--- src/rtl/beamformer_controller.sv ---
`default_nettype none
// ============================================================================
//  Module   : beamformer_controller
//  Purpose  : Sequences one beamforming pass: load-in, filtering into the
//             filtered-signal BRAM, filter drain, slice-based beamforming
//             driven by the core's data-consumed flag, and sum readout.
//  Revision : 1.0 - initial release
// ============================================================================
module beamformer_controller #(
  parameter int SIG_DEPTH    = 2048,
  parameter int SUM_DEPTH    = 540,
  parameter int FLUSH_CYCLES = 6,
  parameter int LOAD_CYCLES  = 2
) (
  input  logic        clk,
  input  logic        rst,
  input  logic        go,
  input  logic        valid_out,
  input  logic        usedataflag,
  output logic        bf_rst,
  output logic        signalinen,
  output logic        start,
  output logic [10:0] signal_address,
  output logic [10:0] readin_address,
  output logic        filter_bram_output_write_en,
  output logic        startbeamformer,
  output logic        output_read_en,
  output logic [1:0]  slice_state,
  output logic [15:0] sample_index,
  output logic [9:0]  sumout_address,
  output logic        sumouten,
  output logic        busy,
  output logic        done
);

  // State encoding
  localparam logic [2:0] c_ST_IDLE         = 3'd0;
  localparam logic [2:0] c_ST_LOADIN       = 3'd1;
  localparam logic [2:0] c_ST_FILTERING    = 3'd2;
  localparam logic [2:0] c_ST_FINISHFILTER = 3'd3;
  localparam logic [2:0] c_ST_BEAMFORMING  = 3'd4;
  localparam logic [2:0] c_ST_SUMMING      = 3'd5;
  localparam logic [2:0] c_ST_DONE         = 3'd6;

  // Counter widths and terminal counts
  localparam int c_LOAD_W  = (LOAD_CYCLES  > 1) ? $clog2(LOAD_CYCLES)  : 1;
  localparam int c_FLUSH_W = (FLUSH_CYCLES > 1) ? $clog2(FLUSH_CYCLES) : 1;
  localparam logic [c_LOAD_W-1:0]  c_LOAD_LAST   = c_LOAD_W'(LOAD_CYCLES - 1);
  localparam logic [c_FLUSH_W-1:0] c_FLUSH_LAST  = c_FLUSH_W'(FLUSH_CYCLES - 1);
  localparam logic [10:0]          c_SIG_LAST    = 11'(SIG_DEPTH - 1);
  localparam logic [9:0]           c_SUM_LAST    = 10'(SUM_DEPTH - 1);
  // Sample index starts two behind zero so the first slice-1/2 steps land on 0
  localparam logic [15:0]          c_SAMPLE_INIT = 16'hFFFE;

  logic [2:0]           r_state;
  logic [2:0]           w_state_nxt;

  logic [c_LOAD_W-1:0]  r_load_cnt;
  logic [c_FLUSH_W-1:0] r_flush_cnt;
  logic [10:0]          r_signal_address;
  logic [10:0]          r_readin_address;
  logic [9:0]           r_sumout_address;
  logic [1:0]           r_slice_state;
  logic [15:0]          r_sample_index;
  logic                 r_udf;
  logic                 w_udf_fall;

  logic                 r_bf_rst, r_signalinen, r_start, r_startbeamformer;
  logic                 r_output_read_en, r_sumouten, r_busy, r_done;
  logic                 w_bf_rst_nxt, w_signalinen_nxt, w_start_nxt;
  logic                 w_startbeamformer_nxt, w_output_read_en_nxt;
  logic                 w_sumouten_nxt, w_busy_nxt, w_done_nxt;
  logic                 w_filter_phase;

  // Falling edge of the consumed flag: last registered sample high, now low
  assign w_udf_fall = r_udf & ~usedataflag;

  // Filtered-BRAM write window covers filtering and the drain
  assign w_filter_phase = (r_state == c_ST_FILTERING) || (r_state == c_ST_FINISHFILTER);

  // State register
  always_ff @(posedge clk or posedge rst) begin
    if (rst) r_state <= c_ST_IDLE;
    else     r_state <= w_state_nxt;
  end

  // Next-state decision
  always_comb begin
    w_state_nxt = r_state;
    case (r_state)
      c_ST_IDLE:         if (go) w_state_nxt = c_ST_LOADIN;
      c_ST_LOADIN:       if (r_load_cnt == c_LOAD_LAST) w_state_nxt = c_ST_FILTERING;
      c_ST_FILTERING:    if (r_signal_address == c_SIG_LAST) w_state_nxt = c_ST_FINISHFILTER;
      c_ST_FINISHFILTER: if (r_flush_cnt == c_FLUSH_LAST) w_state_nxt = c_ST_BEAMFORMING;
      c_ST_BEAMFORMING:  if (w_udf_fall && (r_sumout_address == c_SUM_LAST))
                           w_state_nxt = c_ST_SUMMING;
      c_ST_SUMMING:      if (r_sumout_address == c_SUM_LAST) w_state_nxt = c_ST_DONE;
      c_ST_DONE:         if (go) w_state_nxt = c_ST_LOADIN;
      default:           w_state_nxt = c_ST_IDLE;
    endcase
  end

  // Output decode from the upcoming state so the flags can be registered
  always_comb begin
    w_bf_rst_nxt          = 1'b0;
    w_signalinen_nxt      = 1'b0;
    w_start_nxt           = 1'b0;
    w_startbeamformer_nxt = 1'b0;
    w_output_read_en_nxt  = 1'b0;
    w_sumouten_nxt        = 1'b0;
    w_busy_nxt            = 1'b1;
    w_done_nxt            = 1'b0;
    case (w_state_nxt)
      c_ST_LOADIN: begin
        w_bf_rst_nxt     = 1'b1;
        w_signalinen_nxt = 1'b1;
      end
      c_ST_FILTERING, c_ST_FINISHFILTER: begin
        w_bf_rst_nxt = 1'b1;
        w_start_nxt  = 1'b1;
      end
      c_ST_BEAMFORMING: begin
        w_startbeamformer_nxt = 1'b1;
        w_output_read_en_nxt  = 1'b1;
      end
      c_ST_SUMMING:   w_sumouten_nxt = 1'b1;
      c_ST_DONE: begin
        w_busy_nxt = 1'b0;
        w_done_nxt = 1'b1;
      end
      default:        w_busy_nxt = 1'b0;
    endcase
  end

  // Registered control flags
  always_ff @(posedge clk or posedge rst) begin
    if (rst) begin
      r_bf_rst          <= 1'b0;
      r_signalinen      <= 1'b0;
      r_start           <= 1'b0;
      r_startbeamformer <= 1'b0;
      r_output_read_en  <= 1'b0;
      r_sumouten        <= 1'b0;
      r_busy            <= 1'b0;
      r_done            <= 1'b0;
    end else begin
      r_bf_rst          <= w_bf_rst_nxt;
      r_signalinen      <= w_signalinen_nxt;
      r_start           <= w_start_nxt;
      r_startbeamformer <= w_startbeamformer_nxt;
      r_output_read_en  <= w_output_read_en_nxt;
      r_sumouten        <= w_sumouten_nxt;
      r_busy            <= w_busy_nxt;
      r_done            <= w_done_nxt;
    end
  end

  // Address, slice and phase counters advanced according to the current state
  always_ff @(posedge clk or posedge rst) begin
    if (rst) begin
      r_udf            <= 1'b0;
      r_load_cnt       <= '0;
      r_flush_cnt      <= '0;
      r_signal_address <= '0;
      r_readin_address <= '0;
      r_sumout_address <= '0;
      r_slice_state    <= '0;
      r_sample_index   <= c_SAMPLE_INIT;
    end else begin
      r_udf <= usedataflag;
      case (r_state)
        c_ST_IDLE, c_ST_DONE: begin
          if (go) begin
            r_load_cnt       <= '0;
            r_flush_cnt      <= '0;
            r_signal_address <= '0;
            r_readin_address <= '0;
            r_sumout_address <= '0;
            r_slice_state    <= '0;
            r_sample_index   <= c_SAMPLE_INIT;
          end
        end
        c_ST_LOADIN: begin
          r_load_cnt <= (r_load_cnt == c_LOAD_LAST) ? '0 : r_load_cnt + c_LOAD_W'(1);
        end
        c_ST_FILTERING: begin
          r_signal_address <= (r_signal_address == c_SIG_LAST) ? '0
                                                               : r_signal_address + 11'd1;
          if (valid_out) r_readin_address <= r_readin_address + 11'd1;
        end
        c_ST_FINISHFILTER: begin
          if (r_flush_cnt == c_FLUSH_LAST) begin
            // Drain complete: rewind the BRAM read pointer for beamforming
            r_flush_cnt      <= '0;
            r_readin_address <= '0;
            r_sample_index   <= c_SAMPLE_INIT;
            r_slice_state    <= '0;
          end else begin
            r_flush_cnt <= r_flush_cnt + c_FLUSH_W'(1);
            if (valid_out) r_readin_address <= r_readin_address + 11'd1;
          end
        end
        c_ST_BEAMFORMING: begin
          r_slice_state <= r_slice_state + 2'd1;
          if (r_slice_state != 2'd0) r_sample_index <= r_sample_index + 16'd1;
          if (r_slice_state == 2'd3) r_readin_address <= r_readin_address + 11'd1;
          if (w_udf_fall)
            r_sumout_address <= (r_sumout_address == c_SUM_LAST) ? '0
                                                                 : r_sumout_address + 10'd1;
        end
        c_ST_SUMMING: begin
          r_sumout_address <= (r_sumout_address == c_SUM_LAST) ? '0
                                                               : r_sumout_address + 10'd1;
        end
        default: ;
      endcase
    end
  end

  assign bf_rst                      = r_bf_rst;
  assign signalinen                  = r_signalinen;
  assign start                       = r_start;
  assign signal_address              = r_signal_address;
  assign readin_address              = r_readin_address;
  assign filter_bram_output_write_en = valid_out & w_filter_phase;
  assign startbeamformer             = r_startbeamformer;
  assign output_read_en              = r_output_read_en;
  assign slice_state                 = r_slice_state;
  assign sample_index                = r_sample_index;
  assign sumout_address              = r_sumout_address;
  assign sumouten                    = r_sumouten;
  assign busy                        = r_busy;
  assign done                        = r_done;

endmodule
`default_nettype wire

--- config.mk ---
export PLATFORM = sky130hd
export DESIGN_NAME = beamformer_controller
export DESIGN_NICKNAME = d
export VERILOG_FILES = /design/src/rtl/beamformer_controller.sv
export SDC_FILE = /design/constraint.sdc
export NUM_CORES = 1
export LEC_CHECK = 0
export BUFFER_PORTS_ARGS = -buffer_cell sky130_fd_sc_hd__buf_2
export CAP_MARGIN = 20
export CORE_ASPECT_RATIO = 0.8
export CORE_MARGIN = 2
export CORE_UTILIZATION = 30
export CTS_BUF_LIST = sky130_fd_sc_hd__clkbuf_4
export DETAILED_ROUTE_END_ITERATION = 8
export HOLD_SLACK_MARGIN = 0.06
export PLACE_DENSITY = 0.56
export SLEW_MARGIN = 5
export SYNTH_ARGS = -nofsm -noshare
export SYNTH_HDL_FRONTEND = slang
export SYNTH_SLANG_ARGS = --single-unit
--- constraint.sdc ---
create_clock -name clk -period 3.4 [get_ports clk]
set_clock_uncertainty 0.05 [all_clocks]
set_input_delay 0.51 -clock clk [delete_from_list [all_inputs] [get_ports clk]]
set_output_delay 0.51 -clock clk [all_outputs]
set_load 0.01 [all_outputs]
== Yosys cells after proc, flatten, opt, wreduce, memory -nomap -nowiden ==
Cells that the tools add are included.

* Add/subtract/negate cells: 7
* Equality and inequality tests: 21
* Multiplexer cells: 38
* Bitwise operators: 3
* Reductions and logical operators: 21

{| class="wikitable"
|+ Operators with widths
! cell !! number
|-
| $mux 11 || 5
|-
| $mux 16 || 3
|-
| $pmux 16 s3 || 1
|-
| $pmux 11 s4 || 1
|-
| $mux 10 || 3
|-
| $pmux 10 s3 || 1
|-
| $mux 3 || 8
|-
| $add 11x1->11 const B || 2
|-
| $pmux 11 s2 || 1
|-
| $eq 3x3->1 const B || 7
|-
| $pmux 3 s6 || 1
|-
| $add 16x1->16 const B || 1
|-
| $eq 3x2->1 const B || 4
|-
| $eq 11x11->1 const B || 1
|-
| $add 10x1->10 const B || 1
|-
| $eq 10x10->1 const B || 1
|-
| $mux 1 || 9
|-
| $reduce_and 3->1 || 3
|-
| $reduce_bool 2->1 || 4
|-
| $eq 3x1->1 const B || 2
|-
| $ne 2x2->1 const B || 3
|-
| $pmux 2 s3 || 1
|-
| $pmux 3 s2 || 1
|-
| $reduce_and 2->1 || 3
|-
| 18 further kinds || 23
|}

* Register bits after elaboration: 65
* Input bits: 5
* Output and inout port bits: 59
* Logic and storage cells: 106

== Logic depth before layout (Yosys ltp) ==
* Depth after elaboration: 8
* Depth in mapped cells: 8
* Depth with buffers taken out: 7

== Worst setup path after synthesis ==
No wires, ideal clock.

* Path kind: register to register
* Start: register r_sumout_address[0] (netlist: sumout_address[0])
* End: register r_sumout_address[9] (netlist: sumout_address[9])
* Library setup time: 87 ps
* Arrival time: 1813 ps
* Required time: 3263 ps
* Path slack: 1450 ps
* Cell stages (with the launch flop): 8
* Buffers on the path: 1
* Period minus slack after synthesis: 1950 ps
* Cells stage by stage: dfrtp_1 ha_1 nand3_1 nor4bb_1 clkbuf_1 nand2b_1 or4_1 o211ai_1

* Word-level cells in the longest chain between the ends: 4
* Elaborated cells between the ends (all ways): 5
* Those cells by class: 1 x add/sub; 1 x eq/ne; 3 x mux

{| class="wikitable"
|+ Ends and longest elaborated chain
! element !! RTL line !! text
|-
| start: declaration || 62 || <nowiki>logic [9:0] r_sumout_address;</nowiki>
|-
| start signal: assignment || 208 || <nowiki>r_sumout_address <= (r_sumout_address == c_SUM_LAST) ? '0</nowiki>
|-
| start signal: assignment || 212 || <nowiki>r_sumout_address <= (r_sumout_address == c_SUM_LAST) ? '0</nowiki>
|-
| $add 10x1->10 or $eq 10x10->1 (tied branches) || - ||
|-
| $mux 10 (*) || 208, 212 ||
|-
| $mux 10 || 207 || <nowiki>if (w_udf_fall)</nowiki>
|-
| $pmux 10 s3 (*) || 171 || <nowiki>case (r_state)</nowiki>
|}

Mark *: on every way between the ends. The rest lies on a longest branch, timed or not. The select of a mux whose other input is x is not followed.
A chain may end at the register's enable or synchronous reset.

== Worst setup path after layout ==
* Start: register r_state[2]
* End: register r_readin_address[9] (netlist: readin_address[9])

* Word-level cells in the longest chain between the ends: 4
* Elaborated cells between the ends (all ways): 11
* Those cells by class: 6 x eq/ne; 1 x mux; 4 x reduce/logical

{| class="wikitable"
|+ Ends and longest elaborated chain
! element !! RTL line !! text
|-
| start: declaration || 55 || <nowiki>logic [2:0] r_state;</nowiki>
|-
| start signal: assignment || 83 || <nowiki>if (rst) r_state <= c_ST_IDLE;</nowiki>
|-
| start signal: assignment || 84 || <nowiki>else r_state <= w_state_nxt;</nowiki>
|-
| $eq 3x3->1 or $logic_not 3->1 (tied branches) || 171 ||
|-
| $reduce_or 2->1 (no line) || - ||
|-
| $reduce_bool 4->1 (no line) or $ne 2x1->1 (tied branches) || - ||
|-
| $reduce_and 3->1 (no line) || - ||
|-
| end signal: assignment || 189 || <nowiki>if (valid_out) r_readin_address <= r_readin_address + 11'd1;</nowiki>
|-
| end signal: assignment || 200 || <nowiki>if (valid_out) r_readin_address <= r_readin_address + 11'd1;</nowiki>
|-
| end signal: assignment || 206 || <nowiki>if (r_slice_state == 2'd3) r_readin_address <= r_readin_address + 11'd1;</nowiki>
|-
| end: declaration || 61 || <nowiki>logic [10:0] r_readin_address;</nowiki>
|}

Several ways; a longest one is shown, not always the timed one.

==> impl_metrics.yaml <==
run_status:
  outcome: "finished, final reports clean"
timing:
  fmax_mhz: 439
  finalSetupTns_ns: 0
  slew_viol_final: 0
  tightestPinTransition_ns: 0.783
  rsz0062_at_grt: "no"
  setup_violations: 0
  slew_headroom_pct: 47.8
  period_minus_slack_ns: 2.28
  hold_viol: 0
  fin_crit_sh_pct: 67.0
clocking:
  clk-insertion-delay-late_ns: 0.42
  numCtsBuffers: 9
  root_buffer: "clkbuf_4"
  cts_tree: "built"
  h-tree-depth: 3
  clk_pin_slew_ns: 0.10
  cts_max_path_buffers: 2
  cts_resized: 0
  clock_sinks: 65
  ctsHoldBuffers: 0
  post_cts_buffers: 0
routing:
  wl_per_cell_um: 14.8
  ant_nets: 0
  vias: 3060
  drt_iter0_drc: 193
  wl_um: 8910
  drt_pre_antenna_iters: 5
  drcViolationCount: 0
  vias_per_cell: 5.09
cells_and_area:
  final_common_cell: "buf_2"
  syn2layout_area_growth_pct: 18.0
  final_cell_mix: "63 x buf_2, 50 x nand2_1, 50 x dfrtp_1, 32 x o21ai_0, 28 x nor2_1"
  fin_nets: 458
  final.fill_count: 1237
  drive_above_1_share_pct: 26.3
  design_area_um2: 4210
global_routing:
  grt_pass1_vias: 2912
  grt_pass1_wl_um: 14900
  antenna_found_initial: 0
  grt_max_degree: 46
  overflow: 0
  grt_usage_pct: 14.5
power:
  p_total_uw: 2750
  peakVddDrop_mv: 0.316
  p_leak_uw: 0.00188
  powerDensity_nw_per_um2: 653
setup_path:
  arrival_ns: 2.52
  path_max_fanout: 18
  cp.required_ns: 3.64
  r2r-start: "r_state[2]$_DFF_PP0_"
  r2r_setup_slack_ns: 1.12
  crit_type: "flop to flop"
  r2r-end: "readin_address[9]$_DFFE_PP0P_"
  cp-end-kind: "flop"
  crit_path_start_kind: "flop"
  r2r_cells: 5
logic_synthesis:
  synthFlopType: "dfrtp_1"
  synth_edf_count: 0
  netlist_area_um2: 3570
  ys_ff_latch: 65
  ys_warn_count: 0
  synthArstFlopShare_pct: 100
  yosysUniqueCellTypes: 63
  synth_seq_area_share_pct: 46.1
  synth_area_per_cell_um2: 9.41
  postSynthCellCount: 379
  syn_nets: 390
die:
  die_h_um: 102
  die_x_um: 126
  core.rowCount: 35
  dieArea_um2: 12800
  pin_count: 64
  start_util_pct: 30.8
  coreArea_um2: 11600
min_path:
  hold_depth: 1
  hp-start: "usedataflag"
  hold_class: "input port to flop"
  worstHoldEndpoint: "r_udf$_DFF_PP0_"
place:
  place_area_um2: 4040
  place_congestion: 0.868
  io_buffer_count: 63
  dp_hpwl_um: 6410
job:
  cap_violations: 0
## kinds of logic (layout without fill, tap and decap cells)
group | Yosys count | after routing | synth area share [%]
buffers and inverters | 27 | 100 | 3.44
other | 0 | 1 | 0
AND/OR/NAND/NOR | 144 | 144 | 20.2
XOR/XNOR | 16 | 16 | 4.14
flip-flops | 65 | 65 | 46.1
AO/OA/AOI/OAI | 114 | 114 | 21.9
multiplexers | 7 | 7 | 2.11
adder cells (fa/ha/maj) | 6 | 6 | 2.11
## metal layers
metal / vias up / part of all wire [%] / track usage (%)
met4: 0 / 1.5 / 5.58
met2: 76 / 43 / 21.0
met3: 10 / 5.4 / 3.75
met5: - / 0 / 0
met1: 1445 / 50 / 20.9
li1: 1529 / - / -
## registers in the layout, indices dropped and copies added (netlist names)
| register | count |
|---|---|
| done | 1 |
| r_load_cnt | 1 |
| sample_index | 16 |
| busy | 1 |
| sumouten | 1 |
| bf_rst | 1 |
| r_udf | 1 |
| readin_address | 11 |
| sumout_address | 10 |
| start | 1 |
| signal_address | 11 |
| r_state | 3 |
| signalinen | 1 |
| slice_state | 2 |
| output_read_en | 1 |
| r_flush_cnt | 3 |
## how the worst max path moves through the flow
| stage | start | to | slack [ns] | depth (start not counted) |
|---|---|---|---|---|
| after global routing | r_state[0]$_DFF_PP0_ | readin_address[9]$_DFFE_PP0P_ | 0.96 | 6 |
| after floorplan | rst | bf_rst$_DFF_PP0_ | 1.24 | 1 |
| after CTS | r_state[0]$_DFF_PP0_ | readin_address[9]$_DFFE_PP0P_ | 1.15 | 6 |
| final | r_state[2]$_DFF_PP0_ | readin_address[9]$_DFFE_PP0P_ | 1.12 | 5 |
| after detailed placement | go | readin_address[7]$_DFFE_PP0P_ | 1.13 | 6 |
| after global placement | go | readin_address[7]$_DFFE_PP0P_ | 1.16 | 6 |
## Yosys cell counts (all sizes together) (4+ instances only)
cell | n | area (µm²)
mux2 | 4 | 45.0
nand2b | 5 | 31.3
a41oi | 4 | 35.0
nand2 | 51 | 194
and3 | 7 | 43.8
dfrtp | 50 | 1250
nor2 | 29 | 111
nor3 | 4 | 20.0
a211oi | 16 | 125
or3 | 4 | 25.0
a31oi | 13 | 81.3
o21ai | 37 | 204
clkbuf | 8 | 30.0
inv | 13 | 48.8
dfstp | 15 | 394
ha | 6 | 75.1
xnor2 | 16 | 148
and2 | 5 | 33.8
a21oi | 17 | 96.4
nand3 | 18 | 90.1
o31ai | 7 | 52.6
buf | 6 | 43.8
## area by class of cell
class	instances	area, µm²	share of cell area (%)
diodes	1	2.50	0.0595
clock buffers	9	67.6	1.61
clock inverters	7	70.1	1.67
inverters	13	48.8	1.16
multi-input cells	287	1800	42.7
flip-flops and latches	65	1650	39.1
well taps	148	185	4.40
repair buffers	71	390	9.28
## where the power goes
| group | switching [µW] | internal (µW) | total, µW |
|---|---|---|---|
| logic | 713 | 408 | 1120 |
| clock network | 300 | 224 | 524 |
| registers | 174 | 930 | 1100 |
| total | 1190 | 1560 | 2750 |
## worst max-delay path, stage by stage, from the launching register on
cell,delay (ns)
dfrtp_1,0.63
inv_1,0.16
o21ai_2,0.66
and2_0,0.42
or3_1,0.18
mux2i_1,0.06
## stage by stage
stage	util, %	std cells	hold WS, ns	setup slack [ns]
after floorplan	-	379	0.453	1.24
after global placement	34.9	582	0.457	1.16
after detailed placement	34.9	582	0.450	1.13
after CTS	36.1	598	0.142	1.15
after global routing	36.4	600	0.130	0.961
final	36.4	601	0.170	1.12
Power figures use the tool's default switching activity.
